[src/rtl/time_set_pkg.sv]
// Shared definitions for the keypad time-set controller: key codes, FSM encoding, digit limits.
// SECONDS_SET_EN selects six-digit HH:MM:SS entry instead of four-digit HH:MM.
package time_set_pkg;

    localparam logic [3:0] KEY_CONFIRM = 4'd10;
    localparam logic [3:0] KEY_CANCEL  = 4'd11;
    localparam logic [3:0] KEY_BACK    = 4'd13;
    localparam logic [3:0] KEY_DIGIT_MAX = 4'd9;

    localparam logic [1:0] ST_IDLE    = 2'd0;
    localparam logic [1:0] ST_ENTRY   = 2'd1;
    localparam logic [1:0] ST_CONFIRM = 2'd2;
    localparam logic [1:0] ST_COMMIT  = 2'd3;

    localparam logic [3:0] LIM_HOUR_TENS     = 4'd2;
    localparam logic [3:0] LIM_HOUR_UNITS_20 = 4'd3;
    localparam logic [3:0] LIM_TENS          = 4'd5;
    localparam logic [3:0] LIM_UNITS         = 4'd9;

`ifdef SECONDS_SET_EN
    localparam int NUM_DIGITS = 6;
`else
    localparam int NUM_DIGITS = 4;
`endif

    // Position 0 is hour tens; a tens of 2 is refused if the stored units already exceed 3.
    function automatic logic digit_ok(input logic [2:0] pos, input logic [3:0] code,
                                      input logic [3:0] hr_tens, input logic [3:0] hr_units);
        logic ok;
        case (pos)
            3'd0:       ok = (code <= LIM_HOUR_TENS) &&
                             !((code == LIM_HOUR_TENS) && (hr_units > LIM_HOUR_UNITS_20));
            3'd1:       ok = (hr_tens == LIM_HOUR_TENS) ? (code <= LIM_HOUR_UNITS_20)
                                                        : (code <= LIM_UNITS);
            3'd2, 3'd4: ok = (code <= LIM_TENS);
            default:    ok = (code <= LIM_UNITS);
        endcase
        return ok;
    endfunction

endpackage

[src/rtl/idle_timer.sv]
// Key-inactivity timer: counts 1 Hz ticks while enabled, flags expiry on the TIMEOUT_S-th tick.
module idle_timer #(
    parameter int TIMEOUT_S = 10
) (
    input  logic clk,
    input  logic rst,
    input  logic clear,
    input  logic tick,
    input  logic enable,
    output logic expired
);
    localparam logic [5:0] LAST_CNT = 6'(TIMEOUT_S - 1);

    logic [5:0] cnt;

    // Expiry is flagged on the tick itself so the FSM leaves in that same cycle; a key wins.
    assign expired = enable && !clear && tick && (cnt == LAST_CNT);

    always_ff @(posedge clk) begin
        if (rst || clear || !enable || expired) begin
            cnt <= '0;
        end else if (tick) begin
            cnt <= cnt + 6'd1;
        end
    end

endmodule

[src/rtl/time_set_ctrl.sv]
// Keypad-driven time-set controller: collects BCD HH:MM digits and hands them to the clock counter.
// Define SECONDS_SET_EN to add seconds entry (set_ss port, six digits).
module time_set_ctrl
    import time_set_pkg::*;
#(
    parameter int         TIMEOUT_S = 10,
    parameter logic [3:0] KEY_A     = KEY_CONFIRM
) (
    input  logic       clk,
    input  logic       rst,
    input  logic       tick_1hz,
    input  logic       key_valid,
    input  logic [3:0] key_code,
    input  logic       set_ack,
    output logic       set_req,
    output logic [7:0] set_hh,
    output logic [7:0] set_mm,
`ifdef SECONDS_SET_EN
    output logic [7:0] set_ss,
`endif
    output logic [2:0] digit_pos,
    output logic [1:0] state,
    output logic       key_err
);
    localparam int         DW       = 4 * NUM_DIGITS;
    localparam logic [2:0] LAST_POS = 3'(NUM_DIGITS - 1);

    logic [DW-1:0] dig_q, dig_d;
    logic [1:0]    state_d;
    logic [2:0]    pos_d, pos_dec;
    logic          req_d, err_d, expired, timer_en, is_digit, digit_legal;
    logic [3:0]    hr_tens, hr_units;

    // Digit 0 (hour tens) occupies the most significant nibble.
    function automatic logic [DW-1:0] put_nibble(input logic [DW-1:0] v, input logic [2:0] pos,
                                                 input logic [3:0] val);
        logic [DW-1:0] r;
        r = v;
        for (int i = 0; i < NUM_DIGITS; i++) begin
            if (pos == 3'(i)) r[DW-4-4*i +: 4] = val;
        end
        return r;
    endfunction

    assign hr_tens  = dig_q[DW-1 -: 4];
    assign hr_units = dig_q[DW-5 -: 4];
    assign set_hh   = dig_q[DW-1 -: 8];
    assign set_mm   = dig_q[DW-9 -: 8];
`ifdef SECONDS_SET_EN
    assign set_ss   = dig_q[7:0];
`endif

    assign is_digit    = (key_code <= KEY_DIGIT_MAX);
    assign digit_legal = digit_ok(digit_pos, key_code, hr_tens, hr_units);
    assign pos_dec     = digit_pos - 3'd1;
    assign timer_en    = (state == ST_ENTRY) || (state == ST_CONFIRM);

    idle_timer #(.TIMEOUT_S(TIMEOUT_S)) u_idle_timer (
        .clk     (clk),
        .rst     (rst),
        .clear   (key_valid),
        .tick    (tick_1hz),
        .enable  (timer_en),
        .expired (expired)
    );

    // In CONFIRM digit_pos stays on the last digit, so backspace reopens exactly that digit.
    always_comb begin
        state_d = state;
        pos_d   = digit_pos;
        dig_d   = dig_q;
        req_d   = set_req;
        err_d   = 1'b0;
        case (state)
            ST_IDLE: begin
                if (key_valid && (key_code == KEY_A)) begin
                    dig_d   = '0;
                    pos_d   = '0;
                    state_d = ST_ENTRY;
                end
            end
            ST_ENTRY: begin
                if (expired) begin
                    state_d = ST_IDLE;
                end else if (key_valid) begin
                    if (key_code == KEY_CANCEL) begin
                        state_d = ST_IDLE;
                    end else if (key_code == KEY_BACK) begin
                        if (digit_pos != 3'd0) begin
                            pos_d = pos_dec;
                            dig_d = put_nibble(dig_q, pos_dec, 4'd0);
                        end
                    end else if (is_digit) begin
                        if (digit_legal) begin
                            dig_d = put_nibble(dig_q, digit_pos, key_code);
                            if (digit_pos == LAST_POS) state_d = ST_CONFIRM;
                            else                       pos_d   = digit_pos + 3'd1;
                        end else begin
                            err_d = 1'b1;
                        end
                    end
                end
            end
            ST_CONFIRM: begin
                if (expired) begin
                    state_d = ST_IDLE;
                end else if (key_valid) begin
                    if (key_code == KEY_CANCEL) begin
                        state_d = ST_IDLE;
                    end else if (key_code == KEY_A) begin
                        req_d   = 1'b1;
                        state_d = ST_COMMIT;
                    end else if (key_code == KEY_BACK) begin
                        dig_d   = put_nibble(dig_q, LAST_POS, 4'd0);
                        state_d = ST_ENTRY;
                    end
                end
            end
            default: begin
                if (set_ack) begin
                    req_d   = 1'b0;
                    state_d = ST_IDLE;
                end
            end
        endcase
    end

    always_ff @(posedge clk) begin
        if (rst) begin
            state     <= ST_IDLE;
            set_req   <= 1'b0;
            dig_q     <= '0;
            digit_pos <= '0;
            key_err   <= 1'b0;
        end else begin
            state     <= state_d;
            set_req   <= req_d;
            dig_q     <= dig_d;
            digit_pos <= pos_d;
            key_err   <= err_d;
        end
    end

endmodule

[config.mk]
export PLATFORM = sky130hd
export DESIGN_NAME = time_set_ctrl
export DESIGN_NICKNAME = d
export VERILOG_FILES = /design/src/rtl/time_set_pkg.sv /design/src/rtl/idle_timer.sv /design/src/rtl/time_set_ctrl.sv
export SDC_FILE = /design/constraint.sdc
export NUM_CORES = 1
export LEC_CHECK = 0
export CORE_ASPECT_RATIO = 1.1
export CORE_MARGIN = 10
export CORE_UTILIZATION = 35
export DETAILED_ROUTE_END_ITERATION = 6
export DONT_BUFFER_PORTS = 1
export PLACE_DENSITY = 0.51
export SLEW_MARGIN = 20
export SYNTH_ARGS = -nofsm -noshare
export SYNTH_HDL_FRONTEND = slang
export SYNTH_SLANG_ARGS = --single-unit
[constraint.sdc]
create_clock -name clk -period 5.25 [get_ports clk]
set_input_delay 0 -clock clk [delete_from_list [all_inputs] [get_ports clk]]
set_output_delay 0 -clock clk [all_outputs]
set_load 0.02 [all_outputs]
==> flow_metrics.env, run 1 <==
export IMPL_status="finished, final reports clean"
export IMPL_synth_area_leaders="dfxtp_1 33%, ha_1 11%, o21ai_0 5.4%"
export IMPL_num_vias=1570
export IMPL_grt_pass1_wl_mm=7.89
export IMPL_coreArea_um2=4970
export IMPL_cts_tree="yes"
export IMPL_ff2ff_path_depth=9
export IMPL_max_cap_violations=0
export IMPL_finalHoldViolCount=0
export IMPL_drive_above_1_share=0.0776
export IMPL_clkTransAtPathRegs_ns=0.06
export IMPL_power_leakage_nw=0.732
export IMPL_rsz0062_at_grt="no"
export IMPL_gr_total_overflow=0
export IMPL_finalMaxSlewViolations=0
export IMPL_hold_start="rst"
export IMPL_fillers=531
export IMPL_dieHeight_um=94.6
export IMPL_fp_dieW_um=87.8
export IMPL_die_area_um2=8310
export IMPL_avgSynthCellArea_um2=8.28
export IMPL_crit_arrival_ns=2.94
export IMPL_yosysUniqueCellTypes=46
export IMPL_drc=0
export IMPL_rows=27
export IMPL_max_stage_delay_ns=0.57
export IMPL_r2r_slack_ns=2.48
export IMPL_critPathBufInv=1
export IMPL_clock_path_buffers=2
export IMPL_place_port_buffers=0
export IMPL_syn_to_final_growth_pct=13.1
export IMPL_fin_worst_skew_ns=0.00589
export IMPL_worst_slew_pin_slew_ns=0.583
export IMPL_cp_start_kind="register"
export IMPL_ys_warn_count=0
export IMPL_r2r_end="state[0]"
export IMPL_grt_max_degree=16
export IMPL_synthCells=214
export IMPL_finalWirelength_mm=4.64
export IMPL_hold_path_class="input port to register"
export IMPL_p_per_area_nw_per_um2=312
export IMPL_drt_vias_per_instance=5.67
export IMPL_firstDrtPassIters=4
export IMPL_start_util=0.357
export IMPL_syn_num_nets=238
export IMPL_io_pins=32
export IMPL_gp_congestion=0.810
export IMPL_ys_seq_area_frac=0.328
export IMPL_max_clock_freq_mhz=362
export IMPL_slowest_stage="dfxtp_1"
export IMPL_crit_type="register to register"
export IMPL_cts_htree_levels=2
export IMPL_cp_cell_sequence="inv_1, ha_1, ha_1, nor3_1, a211oi_2, o221ai_4, a31oi_1, nor3_1, mux2_2"
export IMPL_fin_ws_ns=2.48
export IMPL_yosys_top_cells_count="29 x dfxtp_1, 20 x nor2_1, 19 x nand2_1, 19 x o21ai_0, 18 x nand3_1"
export IMPL_endpoint_kind="register"
export IMPL_wl_per_cell_um=16.7
export IMPL_drtAntennaViolNets=0
export IMPL_nets=242
export IMPL_clkLatencyLatePin_ns=0.28
export IMPL_dp_hpwl_mm=3.45
export IMPL_slew_headroom=0.610
export IMPL_finalSetupTns_ns=0
export IMPL_synth_edf_count=0
export IMPL_cp_max_fo=8
export IMPL_antenna_cells=0
export IMPL_synthArstFlopShare=0
export IMPL_antenna_found_initial=0
export IMPL_min_path_cells=4
export IMPL_setup_violations=0
export IMPL_hold_end="state[1]"
export IMPL_synth_top_area_cell="dfxtp_1"
export IMPL_vdd_ir_drop_worst_mv=0.140
export IMPL_finalCritPeriodShare=0.527
export IMPL_yosysMostFrequentCell="dfxtp_1"
export IMPL_clock_sinks=29
export IMPL_post_cts_resized=0
export IMPL_regToRegStartpoint="digit_pos[0]"
export IMPL_ys_seq_elements=29
export IMPL_min_period_ns=2.77
export IMPL_synth_top_area_frac=0.328
export IMPL_synth_area_um2=1770
export IMPL_grt_use_total=0.117
export IMPL_drtIter0Drc=145
export IMPL_synth_flop_cell="dfxtp_1"
export IMPL_grt_pass1_vias=1588
export IMPL_cts_root_buf="clkbuf_8"
export IMPL_required_ns=5.42
export IMPL_dpl_worst_slack_ns=2.47
export IMPL_cts_buffers=5
export IMPL_cp_top_family="flip-flops"
## kinds of logic after synthesis
family,after synthesis,synth area share
fa+ha+maj,15,0.106
flops,29,0.328
buf+inv,19,0.0445
xor+xnor,5,0.0247
compound gates,55,0.225
mux,5,0.0290
simple gates,86,0.243
## worst min-delay path, stage by stage
cell	delay, ns
nor2_1	0.02
nand3_1	0.06
or4_1	0.10
o31ai_1	0.06
## stage by stage
| stage | instance area, µm² | std cells | power (mW) | util | hold WS [ns] |
|---|---|---|---|---|---|
| 6_report | 2000 | 277 | 0.625 | 0.403 | 0.00467 |
| 5_1_grt | 2000 | 277 | 0.654 | 0.403 | 0.0369 |
| 4_1_cts | 2000 | 277 | 0.630 | 0.403 | 0.00654 |
| 3_5_place_dp | 1800 | 262 | 0.344 | 0.362 | 0.0761 |
| 3_3_place_gp | 1800 | 262 | 0.344 | 0.362 | 0.0755 |
| 2_1_floorplan | 1770 | 214 | 0.325 | - | 0.128 |
## how the worst max path moves through the flow
stage	startpoint	to	slack [ns]	cells past startpoint
after floorplan	digit_pos[0]	state[0]	2.79	9
after global placement	digit_pos[0]	state[0]	2.57	9
after detailed placement	digit_pos[0]	state[0]	2.47	9
after CTS	digit_pos[0]	state[0]	2.45	9
after global routing	digit_pos[0]	state[0]	2.26	9
final	digit_pos[0]	state[0]	2.48	9
## what timing repair did
| action | in CTS | in global routing |
|---|---|---|
| setup buffers | 0 | 0 |
| hold buffers | 7 | 0 |
| endpoints found under the hold margin | 27 | 0 |
## layout make-up
class	instances	area [µm²]	area share
multi-input cells	166	1110	0.555
flip-flops and latches	29	581	0.290
well taps	58	72.6	0.0362
repair buffers	7	70.1	0.0350
clock buffers	5	68.8	0.0344
clock inverters	3	65.1	0.0325
inverters	9	33.8	0.0169
## power by group
group          switching, mW  internal [mW]  total [mW]
combinational         0.0724         0.0425       0.115
sequential           0.00713          0.223       0.230
clock                 0.0910          0.188       0.280
## sequential cells by signal (all words and copies together), names as in the netlist
register and count:
dig_q 16, digit_pos 3, key_err 1, set_req 1, state 2, u_idle_timer.cnt 6
## routing by layer
metal / up-vias / part of all wire / GRT usage
met1: 743 / 0.45 / 0.142
met4: 0 / 0.011 / 0.0359
met5: - / 0 / 0
met3: 7 / 0.075 / 0.0413
met2: 32 / 0.46 / 0.188
li1: 788 / - / -
## cell usage in the layout (no fill, tap or decap), types with 3 or more instances in the layout
master / count
a21oi_1: 7
clkbuf_8: 5
dfxtp_1: 29
dlygate4sd3_1: 7
ha_1: 15
inv_1: 9
mux2i_1: 4
nand2_1: 19
nand2b_1: 3
nand3_1: 18
nand4_1: 4
nor2_1: 20
nor3_1: 6
o211ai_1: 4
o21ai_0: 19
o22ai_1: 3
o31a_1: 3
or3_1: 3
xor2_1: 3
Power figures use the tool's default switching activity.
==> run 2, diff against run 1 <==
--- a/config.mk
+++ b/config.mk
@@ -5,12 +5,13 @@
 export SDC_FILE = /design/constraint.sdc
 export NUM_CORES = 1
 export LEC_CHECK = 0
+export ABC_AREA = 1
 export CORE_ASPECT_RATIO = 1.1
 export CORE_MARGIN = 10
 export CORE_UTILIZATION = 35
 export DETAILED_ROUTE_END_ITERATION = 6
 export DONT_BUFFER_PORTS = 1
-export PLACE_DENSITY = 0.51
+export PLACE_DENSITY = 0.53
 export SLEW_MARGIN = 20
 export SYNTH_ARGS = -nofsm -noshare
 export SYNTH_HDL_FRONTEND = slang
==> constraint.sdc (replaced) <==
create_clock -name clk -period 2.3 [get_ports clk]
set_input_delay 0 -clock clk [delete_from_list [all_inputs] [get_ports clk]]
set_output_delay 0 -clock clk [all_outputs]
set_load 0.02 [all_outputs]
==> run 2 against run 1 <==
- power increased to 4.1 times the previous value
- maximum frequency increased by 35%
- synthesized cell count increased by 43%
- count of clock-buffer cells in the layout unchanged
- cell count increased by 44%
- first-iteration DRC count decreased by 34%
- routed wire length increased by 15%
- clock power increased by 55%
- critical path type unchanged
- critical endpoint is now set_req
- highest routed layer unchanged
==> flow_metrics.env, run 2 <==
export IMPL_start_util=0.358
export IMPL_drtAntennaViolNets=0
export IMPL_crit_top_cell="nand2_1"
export IMPL_synth_top_area_cell="dfxtp_1"
export IMPL_utilization=0.406
export IMPL_syn_to_final_growth_pct=13.3
export IMPL_crit_type="register to register"
export IMPL_yosys_top_cells_count="72 x nand2_1, 48 x nor2_1, 32 x inv_1, 29 x dfxtp_1, 27 x nand3_1"
export IMPL_antenna_cells=0
export IMPL_max_clock_freq_mhz=489
export IMPL_largest_register="dig_q"
export IMPL_clkTransAtPathRegs_ns=0.08
export IMPL_power_leakage_nw=1.03
export IMPL_cts_root_buf="clkbuf_8"
export IMPL_dpl_worst_slack_ns=0.390
export IMPL_power_total_mw=2.56
export IMPL_finalWirelength_mm=5.35
export IMPL_finalMaxSlewViolations=0
export IMPL_stdcell_count=399
export IMPL_max_stage_delay_ns=0.56
export IMPL_rows=29
export IMPL_gr_total_overflow=0
export IMPL_worst_slew_pin_slew_ns=0.599
export IMPL_dp_hpwl_mm=4.30
export IMPL_ys_seq_area_frac=0.281
export IMPL_yosysMostFrequentCell="nand2_1"
export IMPL_synth_area_um2=2070
export IMPL_reg_top3="dig_q x16, u_idle_timer.cnt x6, digit_pos x3"
export IMPL_cp_cell_sequence="inv_1, ha_1, nand2_1, nor3_1, nand2_1, nand3_1, nor2_1, nand2_1, a21oi_1, dlygate4sd3_1"
export IMPL_firstDrtPassIters=4
export IMPL_synthCells=305
export IMPL_regArea_um2=581
export IMPL_clock_path_buffers=2
export IMPL_clkLatencyLatePin_ns=0.29
export IMPL_vdd_ir_drop_worst_mv=0.483
export IMPL_drc=0
export IMPL_drive_above_1_share=0.171
export IMPL_endpoint_kind="register"
export IMPL_fin_ws_ns=0.255
export IMPL_fin_worst_skew_ns=0.00670
export IMPL_cts_buffers=5
export IMPL_dp_cells=387
export IMPL_grt_use_total=0.123
export IMPL_synth_edf_count=0
export IMPL_drtIter0Drc=96
export IMPL_drt_vias_per_instance=4.75
export IMPL_coreArea_um2=5770
export IMPL_setup_violations=0
export IMPL_clock_sinks=29
export IMPL_yosysUniqueCellTypes=34
export IMPL_grt_pass1_wl_mm=9.29
export IMPL_slew_headroom=0.598
export IMPL_grt_pass1_vias=1977
export IMPL_cts_tree="yes"
export IMPL_post_cts_resized=0
export IMPL_place_port_buffers=0
export IMPL_ys_seq_elements=29
export IMPL_num_vias=1896
export IMPL_synthArstFlopShare=0
export IMPL_wl_met3_um=383
export IMPL_wl_met2_mm=2.65
export IMPL_p_per_area_nw_per_um2=1090
export IMPL_grt_max_degree=12
export IMPL_fillers=617
export IMPL_gp_congestion=0.816
export IMPL_synth_flop_cell="dfxtp_1"
export IMPL_dieHeight_um=101
export IMPL_finalSetupTns_ns=0
export IMPL_syn_num_nets=329
export IMPL_status="finished, final reports clean"
export IMPL_slowest_stage="dlygate4sd3_1"
export IMPL_finalHoldViolCount=0
export IMPL_cp_max_fo=4
export IMPL_ys_warn_count=0
export IMPL_avgSynthCellArea_um2=6.78
export IMPL_cts_htree_levels=2
export IMPL_hold_path_class="input port to register"
export IMPL_min_period_ns=2.04
export IMPL_fp_dieW_um=93.3
export IMPL_rsz0062_at_grt="no"
export IMPL_wl_per_cell_um=13.4
export IMPL_timing_hold_ws_ns=0.0183
export IMPL_nets=345
export IMPL_cp_start_kind="register"
export IMPL_synth_top_area_frac=0.281
export IMPL_antenna_found_initial=0
export IMPL_finalCritPeriodShare=0.889
export IMPL_largest_reg_flops=16
export IMPL_io_pins=32
export IMPL_max_cap_violations=0
export IMPL_die_area_um2=9380
export IMPL_wl_met1_mm=2.19
export IMPL_final_common_cell="nand2_1"
export IMPL_top_layer="met4"
export IMPL_fin_area_um2=2340
export IMPL_synth_area_leaders="dfxtp_1 28%, nand2_1 13%, ha_1 9.1%"
export IMPL_required_ns=2.48
export IMPL_crit_arrival_ns=2.22
export IMPL_layout_common_cells="72 x nand2_1, 48 x nor2_1, 32 x inv_1, 29 x dfxtp_1, 27 x nand3_1"
export IMPL_detailed_place_area_um2=2210
export IMPL_multi_input_area_um2=1320
[run 2: changes by cell type in the layout (fill, tap and decap cells not counted), moves of 8 or more]
| cell | delta |
|---|---|
| inv_2 | +10 |
| o21ai_0 | -16 |
| nand2_1 | +53 |
| nand3_1 | +9 |
| buf_4 | +8 |
| inv_1 | +23 |
| nor2_1 | +28 |
[run 2: critical path: cells and delay by family, from the launching register on]
family,cells,cell delay (ns)
compound gates,1,0.05
fa+ha+maj,1,0.31
simple gates,6,0.61
buf+inv,2,0.63
flops,1,0.35
[run 2: worst paths after layout]
check                       from                  end  slack, ns  cells after the start
max                     state[0]              set_req       0.26                     10
min                  key_code[2]              key_err       0.02                      3
max reg2reg             state[0]              set_req       0.26                     10
min reg2reg  u_idle_timer.cnt[5]  u_idle_timer.cnt[5]       0.48                      2
[run 2: what timing repair did]
item / 4_1_cts / 5_1_grt
endpoints found under the hold margin: 14 / 0
hold buffers: 4 / 0
setup buffers: 0 / 0
[run 2: layout make-up]
type / count / share of cell area
inverters: 42 / 0.0673
clock inverters: 3 / 0.00962
clock buffers: 5 / 0.0294
flip-flops and latches: 29 / 0.248
multi-input cells: 231 / 0.562
repair buffers: 12 / 0.0428
well taps: 77 / 0.0412
[run 2: cells by family after synthesis]
| group | Yosys count | synth area share |
|---|---|---|
| mux | 1 | 0.00484 |
| flops | 29 | 0.281 |
| fa+ha+maj | 15 | 0.0908 |
| xor+xnor | 2 | 0.00848 |
| simple gates | 184 | 0.437 |
| compound gates | 29 | 0.0950 |
| buf+inv | 45 | 0.0829 |
[run 2: power breakdown]
group	switching [mW]	internal, mW	total, mW
registers	0.164	0.608	0.772
clock network	0.222	0.212	0.434
logic	0.877	0.475	1.35
[run 2: metal layers]
layer	vias up	track usage
met5	-	0
met4	0	0.0487
met3	12	0.0462
met2	52	0.214
met1	832	0.129
li1	1000	-
